**config.mk**
```make
export PLATFORM = sky130hd
export DESIGN_NAME = regfile_mp_sb
export DESIGN_NICKNAME = d
export VERILOG_FILES = /design/src/rtl/regfile_mp_sb.sv
export SDC_FILE = /design/constraint.sdc
export NUM_CORES = 2
export LEC_CHECK = 0
export CELL_PAD_IN_SITES_DETAIL_PLACEMENT = 0
export CELL_PAD_IN_SITES_GLOBAL_PLACEMENT = 1
export CORE_UTILIZATION = 35
export DETAILED_ROUTE_END_ITERATION = 10
export PLACE_DENSITY_LB_ADDON = 0.1
export SYNTH_ARGS = -nofsm -noshare
export SYNTH_HDL_FRONTEND = slang
export SYNTH_SLANG_ARGS = --single-unit
```
**constraint.sdc**
```tcl
create_clock -name clk -period 24.6 [get_ports clk]
set_input_delay 2.46 -clock clk [delete_from_list [all_inputs] [get_ports clk]]
set_output_delay 2.46 -clock clk [all_outputs]
set_load 0.02 [all_outputs]
```
**src/rtl/regfile_mp_sb.sv**
```systemverilog
// regfile_mp_sb: multi-port register file with write bypass, pending-write scoreboard and post-reset clear
module regfile_mp_sb #(
  parameter int DATA_W = 32,
  parameter int DEPTH  = 32,
  parameter int NUM_RD = 2,
  parameter int AW     = $clog2(DEPTH)
) (
  input  logic                     clk,
  input  logic                     rst,
  output logic                     init_done,
  input  logic [NUM_RD-1:0]        rd_en,
  input  logic [NUM_RD*AW-1:0]     rd_addr,
  output logic [NUM_RD*DATA_W-1:0] rd_data,
  output logic [NUM_RD-1:0]        rd_busy,
  input  logic [1:0]               wr_en,
  input  logic [2*AW-1:0]          wr_addr,
  input  logic [2*DATA_W-1:0]      wr_data,
  input  logic                     sb_set,
  input  logic [AW-1:0]            sb_addr
);
  localparam logic [0:0] S_INIT = 1'b0;
  localparam logic [0:0] S_RUN  = 1'b1;
  logic [0:0]        state_q, state_d;
  logic [AW-1:0]     clr_ptr_q, clr_ptr_d;
  logic              init_done_q, init_done_d;
  logic [DEPTH-1:0]  busy_q, busy_d;
  logic [DATA_W-1:0] regs_q [DEPTH];
  logic [DATA_W-1:0] regs_d [DEPTH];
  logic              run, last;
  logic [1:0]        wr_ok;
  assign run       = state_q == S_RUN;
  assign wr_ok     = {2{run}} & wr_en & {|wr_addr[AW +: AW], |wr_addr[0 +: AW]};
  assign init_done = init_done_q;
  // clear sequencer: walk entries 1..DEPTH-1 once, then enter RUN
  always_comb begin
    last        = !run && clr_ptr_q == AW'(DEPTH - 1);
    clr_ptr_d   = run ? clr_ptr_q : clr_ptr_q + 1'b1;
    state_d     = last ? S_RUN : state_q;
    init_done_d = init_done_q | last;
  end
  // array update: clearing during INIT, port 1 overrides port 0 on same address
  always_comb begin
    regs_d = regs_q;
    if (!run) regs_d[clr_ptr_q] = '0;
    for (int k = 0; k < 2; k++)
      if (wr_ok[k]) regs_d[wr_addr[k*AW +: AW]] = wr_data[k*DATA_W +: DATA_W];
    regs_d[0] = '0;
  end
  // scoreboard: writes retire pending entries, a dispatch set is newer and wins
  always_comb begin
    busy_d = busy_q;
    for (int k = 0; k < 2; k++)
      if (wr_ok[k]) busy_d[wr_addr[k*AW +: AW]] = 1'b0;
    if (run && sb_set) busy_d[sb_addr] = 1'b1;
    busy_d[0] = 1'b0;
  end
  // read ports: bypass in-flight writes, hide pending flag when bypassed
  for (genvar i = 0; i < NUM_RD; i++) begin : g_rd
    logic [AW-1:0] a;
    logic          act, hit0, hit1;
    assign a    = rd_addr[i*AW +: AW];
    assign act  = run & rd_en[i] & (a != '0);
    assign hit1 = wr_en[1] & (wr_addr[AW +: AW] == a);
    assign hit0 = wr_en[0] & (wr_addr[0 +: AW] == a);
    assign rd_data[i*DATA_W +: DATA_W] = !act ? '0 :
                                         hit1 ? wr_data[DATA_W +: DATA_W] :
                                         hit0 ? wr_data[0 +: DATA_W] : regs_q[a];
    assign rd_busy[i] = act & busy_q[a] & ~hit0 & ~hit1;
  end
  // control state with synchronous reset restarting the clear sequence
  always_ff @(posedge clk) begin
    if (rst) begin
      state_q     <= S_INIT;
      clr_ptr_q   <= AW'(1);
      busy_q      <= '0;
      init_done_q <= 1'b0;
    end else begin
      state_q     <= state_d;
      clr_ptr_q   <= clr_ptr_d;
      busy_q      <= busy_d;
      init_done_q <= init_done_d;
    end
  end
  // storage array has no reset; the sequencer clears it
  always_ff @(posedge clk) begin
    if (!rst) regs_q <= regs_d;
  end
endmodule
```
After elaboration in Yosys (flattened, before gate mapping)
Cells that the tools add are included.
{"block": "op_classes", "add_sub_neg": 1, "multipliers": 0, "div": 0, "magnitude_cmp": 16, "eq_ne": 5, "shifts": 0, "n_mux": 36, "bitwise_logic": 33, "n_reduce_logical": 13}
{"cell": "1024-bit bitwise mux", "count": 2}
{"cell": "1024-bit 2-to-1 mux", "count": 2}
{"cell": "992-bit by 1024-bit AND with 1024-bit output", "count": 1}
{"cell": "1024-bit NOT", "count": 1}
{"cell": "992-bit 2-to-1 mux", "count": 1}
{"cell": "32-bit 2-to-1 mux", "count": 16}
{"cell": "32-bit demux with 5-bit select", "count": 3}
{"cell": "32-bit binary-select mux with 5-bit select", "count": 2}
{"cell": "32-bit AND", "count": 2}
{"cell": "32-bit NOT", "count": 2}
{"cell": "32-bit bitwise OR", "count": 1}
{"cell": "6-bit >= comparator (second input constant)", "count": 5}
{"cell": "5-bit by 6-bit < comparator with 1-bit output (second input constant)", "count": 5}
{"cell": "5-bit NOT with 6-bit output", "count": 5}
{"cell": "5-bit equality test", "count": 4}
{"cell": "6-bit by 1-bit < comparator with 1-bit output (second input constant)", "count": 3}
{"cell": "1-bit demux with 5-bit select", "count": 3}
{"cell": "5-bit by 1-bit >= comparator with 1-bit output (second input constant)", "count": 3}
{"cell": "1-bit AND", "count": 14}
{"cell": "1-bit binary-select mux with 5-bit select", "count": 2}
{"cell": "5-bit nonzero test", "count": 2}
{"cell": "5-bit OR reduction", "count": 2}
{"cell": "1-bit logical AND", "count": 8}
{"cell": "5-bit by 1-bit adder with 5-bit output (second input constant)", "count": 1}
{"cell": "other kinds (6)", "count": 14}
{"block": "totals", "reg_bits": 1031, "latchBits": 0, "ramBits": 0, "romBits": 0, "inputBits": 96, "output_inout_bits": 67, "elab_cells": 140, "n_memories": 0}

Longest topological paths before layout
{"block": "depth", "ltp_word": 12, "ltp_mapped": 10, "mapped_depth_nobuf": 6}

Least setup slack after synthesis
OpenSTA, ideal clock, no wires.
{"block": "synth_path", "path_type": "input-to-reg", "start": "in rst", "end": "reg regs_q[0] (netlist name) (enable)", "setup_time_ps": 1325, "t_arrival_ps": 21659, "required_ps": 23275, "slack_ps": 1615, "path_stages": 2, "n_path_buf": 1, "cell_sequence": "clkbuf_1 > inv_1"}
{"element": "start: declaration", "line_no": "9", "text": "input logic rst,"}
{"element": "end signal: assignment", "line_no": "86", "text": "if (!rst) regs_q <= regs_d;"}
{"element": "end: declaration", "line_no": "27", "text": "logic [DATA_W-1:0] regs_q [DEPTH];"}
No word-level cell between the ends.

Worst setup path after layout
{"block": "layout_path", "start": "in rd_addr[0]", "end": "out rd_data[0]"}
{"block": "layout_via", "elab_chain_len": 7, "word_cells_on_any_way": 13, "classes_between": "eq/ne (2); mux (6); bitwise (4); reduce/logical (1)"}
{"element": "start: declaration", "line_no": "12", "text": "input logic [NUM_RD*AW-1:0] rd_addr,"}
{"element": "5-bit NOT with 6-bit output (not written as such)", "line_no": "67", "text": "hit0 ? wr_data[0 +: DATA_W] : regs_q[a];"}
{"element": "32-bit binary-select mux with 5-bit select", "line_no": "67"}
{"element": "32-bit 2-to-1 mux (not written as such) (2 in series)", "line_no": "67"}
{"element": "32-bit 2-to-1 mux", "line_no": "67"}
{"element": "32-bit 2-to-1 mux", "line_no": "66", "text": "hit1 ? wr_data[DATA_W +: DATA_W] :"}
{"element": "32-bit 2-to-1 mux *", "line_no": "65", "text": "assign rd_data[i*DATA_W +: DATA_W] = !act ? '0 :"}
{"element": "end: declaration", "line_no": "13", "text": "output logic [NUM_RD*DATA_W-1:0] rd_data,"}
Mark *: on every way between the ends. The rest lies on a longest branch, timed or not. The select of a mux whose other input is x is not followed.

==> tab_implementation.tex <==
\begin{tabular}{lr}
\hline
Metric & Value \\
\hline
\multicolumn{2}{l}{\textbf{Run status}} \\
\quad Run status & complete, but fails checks \\
\quad Failing checks & max-capacitance violations, max-slew violations \\
\multicolumn{2}{l}{\textbf{Synth}} \\
\quad Share of Yosys cell area claimed by the top area cell type & between 40\% and 50\% \\
\quad Top area cells in the synthesized netlist & sky130\_fd\_sc\_hd\_\_edfxtp\_1 (41\%), sky130\_fd\_sc\_hd\_\_a31oi\_1 (8.5\%), sky130\_fd\_sc\_hd\_\_mux2i\_1 (8.0\%), sky130\_fd\_sc\_hd\_\_nand3\_1 (7.0\%), sky130\_fd\_sc\_hd\_\_nand2\_1 (5.5\%) \\
\quad Count of unique library cells instantiated by Yosys & between 50 and 60 \\
\quad Area of the mapped netlist & approximately 0.073 sq mm \\
\quad Cell type with the largest total area after synthesis & sky130\_fd\_sc\_hd\_\_edfxtp\_1 \\
\quad Count of yosys warnings during synthesis & 0 \\
\quad Gate count after technology mapping & $\sim$8,000 \\
\quad Number of flops mapped to enable cells by yosys & around 1,000 \\
\quad Post-synthesis net count & between 8,000 and 9,000 \\
\quad Portion of the post-synthesis area used by sequential elements & between 40\% and 50\% \\
\quad Dominant register cell in the synthesized netlist & sky130\_fd\_sc\_hd\_\_edfxtp\_1 \\
\quad Share of synthesized flip-flops with an asynchronous set or reset & 0\% \\
\quad Number of flip-flops and latches in the synthesized netlist & between 1,000 and 1,500 \\
\quad Average cell area after synthesis & $\sim$9 sq um \\
\multicolumn{2}{l}{\textbf{CTS}} \\
\quad Number of buffers added by the clock tree synthesis step & 137 \\
\quad Clock H-tree levels & 4 \\
\quad Worst-Skew Late Latency & about 0.83 ns \\
\quad Clock slew seen by the registers of the worst setup and hold paths & 0.06 ns \\
\quad Maximum buffer depth of the clock tree & 3 \\
\quad Post-CTS Repair Setup Buffers & 0 \\
\quad Clock Tree Root & sky130\_fd\_sc\_hd\_\_clkbuf\_16 \\
\quad Hold-fix buffers at CTS & 0 \\
\quad CTS tree & done \\
\quad Number of resized instances in the post-cts repair step & 0 \\
\quad Sinks on Clock Net & just over 1,000 \\
\multicolumn{2}{l}{\textbf{Layout}} \\
\quad Fraction of layout instances using a drive strength above 1 & about an eighth \\
\quad Final Util & around two fifths \\
\quad Final standard cell count with taps included and fillers excluded & around 11,000 \\
\quad Synthesis-to-layout area growth & 9.565\% \\
\quad Final layout net count & just under 8,000 \\
\quad Most frequent standard cell in the layout excluding fill and tap cells & sky130\_fd\_sc\_hd\_\_nor2\_1 \\
\quad Commonest non-fill, non-tap cells in the layout & sky130\_fd\_sc\_hd\_\_nor2\_1 (1,042), sky130\_fd\_sc\_hd\_\_nand2\_1 (1,027), sky130\_fd\_sc\_hd\_\_nand3\_1 (994), sky130\_fd\_sc\_hd\_\_a31oi\_1 (992), sky130\_fd\_sc\_hd\_\_edfxtp\_1 (992) \\
\multicolumn{2}{l}{\textbf{Critical path}} \\
\quad Worst endpoint data arrival time & about 7.5 ns \\
\quad Critical path required time & roughly 22 ns \\
\quad Critical R2R Capture & regs\_q[346] \\
\quad Startpoint kind of the worst setup timing path & primary input \\
\quad Flop-to-flop setup slack & $\sim$21 ns \\
\quad Worst setup path startpoint & rd\_addr[0] \\
\quad Endpoint class of the critical path & primary output \\
\quad Worst-case reg-to-reg path depth & 8 \\
\quad End of the critical path & rd\_data[0] \\
\quad Critical path class & primary input to primary output \\
\quad Startpoint of the worst register-to-register path & run \\
\quad Largest fanout on the critical path & between 50 and 60 \\
\multicolumn{2}{l}{\textbf{STA}} \\
\quad Slew Limit Headroom & -0.6644\% \\
\quad Worst setup skew after layout & 0.02515 ns \\
\quad Maximum clock frequency & 100.9 MHz \\
\quad Final period utilization & 40.29\% \\
\quad Hold Violations, Final & 0 \\
\quad Final critical path time including I/O delays and setup & around 9.9 ns \\
\quad Final total negative setup slack & 0 ns \\
\quad RSZ-0062 raised after global routing & no \\
\quad Final-report max-slew violation count & 1 \\
\quad Least-Margin Pin Slew & around 1.5 ns \\
\quad Final setup violating endpoints & 0 \\
\multicolumn{2}{l}{\textbf{Pwr}} \\
\quad Overall power & between 4 and 5 mW \\
\quad Power per unit of standard cell area & roughly 62 mW/mm\^{}2 \\
\quad Static power due to leakage & 29.04 nW \\
\quad Worst VDD drop & $\sim$0.000076 V \\
\multicolumn{2}{l}{\textbf{Floorplan}} \\
\quad I/O pin total & approximately 160 \\
\quad Die Height & 459.4 microns \\
\quad Total number of placement rows & approximately 170 \\
\quad Floorplan die width & 459.4 microns \\
\quad Total die area & $\sim$0.21 sq mm \\
\quad Core area & between 0.2 and 0.25 sq mm \\
\quad Starting Density & 35.30\% \\
\multicolumn{2}{l}{\textbf{Route}} \\
\quad Drt drc & 0 \\
\quad DR iter-0 viols & around 11,000 \\
\quad Detail Route Antenna Nets & 0 \\
\quad Overall via count from detail\_route & roughly 70,000 \\
\quad Initial DRT Pass Iterations & 9 \\
\quad Average wire length per cell after detail routing & about 37 microns \\
\quad Routed wire length & approximately 400 mm \\
\quad Routed via count divided by cell count & between 6 and 7 \\
\multicolumn{2}{l}{\textbf{Place}} \\
\quad DP Cell Count & slightly above 10,000 \\
\quad Port-buffer cells & 162 \\
\quad Placed wire-length estimate & around 220 mm \\
\quad Routability Congestion & about 0.90 \\
\multicolumn{2}{l}{\textbf{Global routing}} \\
\quad Maximum number of pins on one net before global-route repair & $\sim$150 \\
\quad Wire length of the first global-routing pass & between 500 and 600 mm \\
\quad Number of antenna violations at the first check in global routing & 11 \\
\quad Total routing usage reported by global routing & a little over a third \\
\quad Overflow left after global routing & 0 \\
\quad Number of global-route vias before repair & between 60,000 and 70,000 \\
\multicolumn{2}{l}{\textbf{Job}} \\
\quad \# Max-Cap Violations & 1 \\
\multicolumn{2}{l}{\textbf{Hold path}} \\
\quad Class of the tightest hold or removal check & register to register \\
\hline
\end{tabular}
[layer usage]
layer  vias to the layer above  share of wire (%)  routed length (microns)  global-route usage (%)
li1                      29760                  -                        -                       -
met1                     35300                 40                   159200                   48.48
met2                      5281                 42                   166300                   52.74
met3                       959                 11                    44550                   9.132
met4                        14                5.9                    23130                   18.87
met5                         -              0.024                       95                       0
[synth_stat cells, types with 5 or more instances]
cell type	number
sky130_fd_sc_hd__a31oi_1	992
sky130_fd_sc_hd__nor3b_1	8
sky130_fd_sc_hd__buf_8	12
sky130_fd_sc_hd__a211oi_1	64
sky130_fd_sc_hd__a221oi_1	66
sky130_fd_sc_hd__nand3_1	1029
sky130_fd_sc_hd__mux2_2	66
sky130_fd_sc_hd__clkbuf_2	20
sky130_fd_sc_hd__mux2i_1	584
sky130_fd_sc_hd__buf_6	53
sky130_fd_sc_hd__a21oi_1	65
sky130_fd_sc_hd__buf_2	135
sky130_fd_sc_hd__edfxtp_1	992
sky130_fd_sc_hd__dfxtp_1	38
sky130_fd_sc_hd__o41ai_2	62
sky130_fd_sc_hd__xor2_1	14
sky130_fd_sc_hd__and3b_1	5
sky130_fd_sc_hd__a311oi_1	54
sky130_fd_sc_hd__buf_4	45
sky130_fd_sc_hd__mux4_2	142
sky130_fd_sc_hd__o22ai_1	258
sky130_fd_sc_hd__a311oi_2	10
sky130_fd_sc_hd__and3_1	9
sky130_fd_sc_hd__xnor2_1	9
sky130_fd_sc_hd__buf_1	127
sky130_fd_sc_hd__nand2_1	1070
sky130_fd_sc_hd__nor2_1	1068
sky130_fd_sc_hd__nand2b_1	75
sky130_fd_sc_hd__nor2b_1	142
sky130_fd_sc_hd__clkbuf_1	688
sky130_fd_sc_hd__nor3_1	198
sky130_fd_sc_hd__ha_1	5
sky130_fd_sc_hd__a32oi_1	95
sky130_fd_sc_hd__inv_1	8
[through the flow]
| stage | instance area [sq um] | setup WS, ns | hold WS (ns) |
|---|---|---|---|
| 4_1_cts | 80230 | 14.82 | 0.4792 |
| 3_3_place_gp | 75800 | 14.84 | 0.4677 |
| 2_1_floorplan | 73240 | 1.615 | 0.4944 |
| 5_1_grt | 80240 | 14.66 | 0.5348 |
| 3_5_place_dp | 75800 | 14.81 | 0.4663 |
| 6_report | 80250 | 14.69 | 0.4763 |
[how the worst min path moves through the flow]
stage / from / end / slack, ns / cells past startpoint
after global routing: run / run / 0.53 / 2
final: run / run / 0.48 / 2
after floorplan: busy_q[25] / busy_q[25] / 0.49 / 2
after CTS: run / run / 0.48 / 2
after global placement: run / run / 0.47 / 2
after detailed placement: run / run / 0.47 / 2
[registers in the layout (all words and copies together) (netlist names)]
signal / cells
clr_ptr_q: 5
regs_q: 992
busy_q: 31
run: 1
init_done: 1
[cell type report]
type,count,area [sq um]
Antenna cell,5,12.51
Clock buffer,175,3759
Sequential cell,1030,30550
Clock inverter,73,671.9
Tap cell,2788,3488
Timing Repair Buffer,414,3306
Fill cell,20410,127200
Inverter,8,37.54
Multi-Input combinational cell,6124,38420
[power by group]
group	internal (mW)	switching [mW]	leakage [nW]
registers	2.06	0.0908	10.1
clock network	1.19	0.891	2.17
logic	0.252	0.482	16.8
total	3.51	1.46	29.0
[kinds of logic (layout without fill, tap and decap cells)]
logic type | Yosys count | after routing | share of synthesized area [%]
AOI/OAI and AO/OA | 1676 | 1676 | 16.07
xor gates and xnor gates | 23 | 23 | 0.2751
adders and majority gates | 5 | 5 | 0.08542
buffers and inverters | 1089 | 670 | 6.827
DFF | 1030 | 1030 | 41.71
muxes | 792 | 792 | 13.36
other | 0 | 5 | 0
and+or+nand+nor | 3628 | 3628 | 21.67
[worst max-delay path, stage by stage]
cell and delay [ns]:
sky130_fd_sc_hd__buf_8 0.39, sky130_fd_sc_hd__buf_4 0.71, sky130_fd_sc_hd__or3_1 0.20, sky130_fd_sc_hd__o211ai_1 0.10
sky130_fd_sc_hd__o21ba_2 0.27, sky130_fd_sc_hd__buf_4 0.50, sky130_fd_sc_hd__nand2b_2 0.52, sky130_fd_sc_hd__buf_4 0.46
sky130_fd_sc_hd__o41ai_2 0.85, sky130_fd_sc_hd__clkdlybuf4s50_1 0.76
Note: power is estimated with default switching activity, not from simulation.
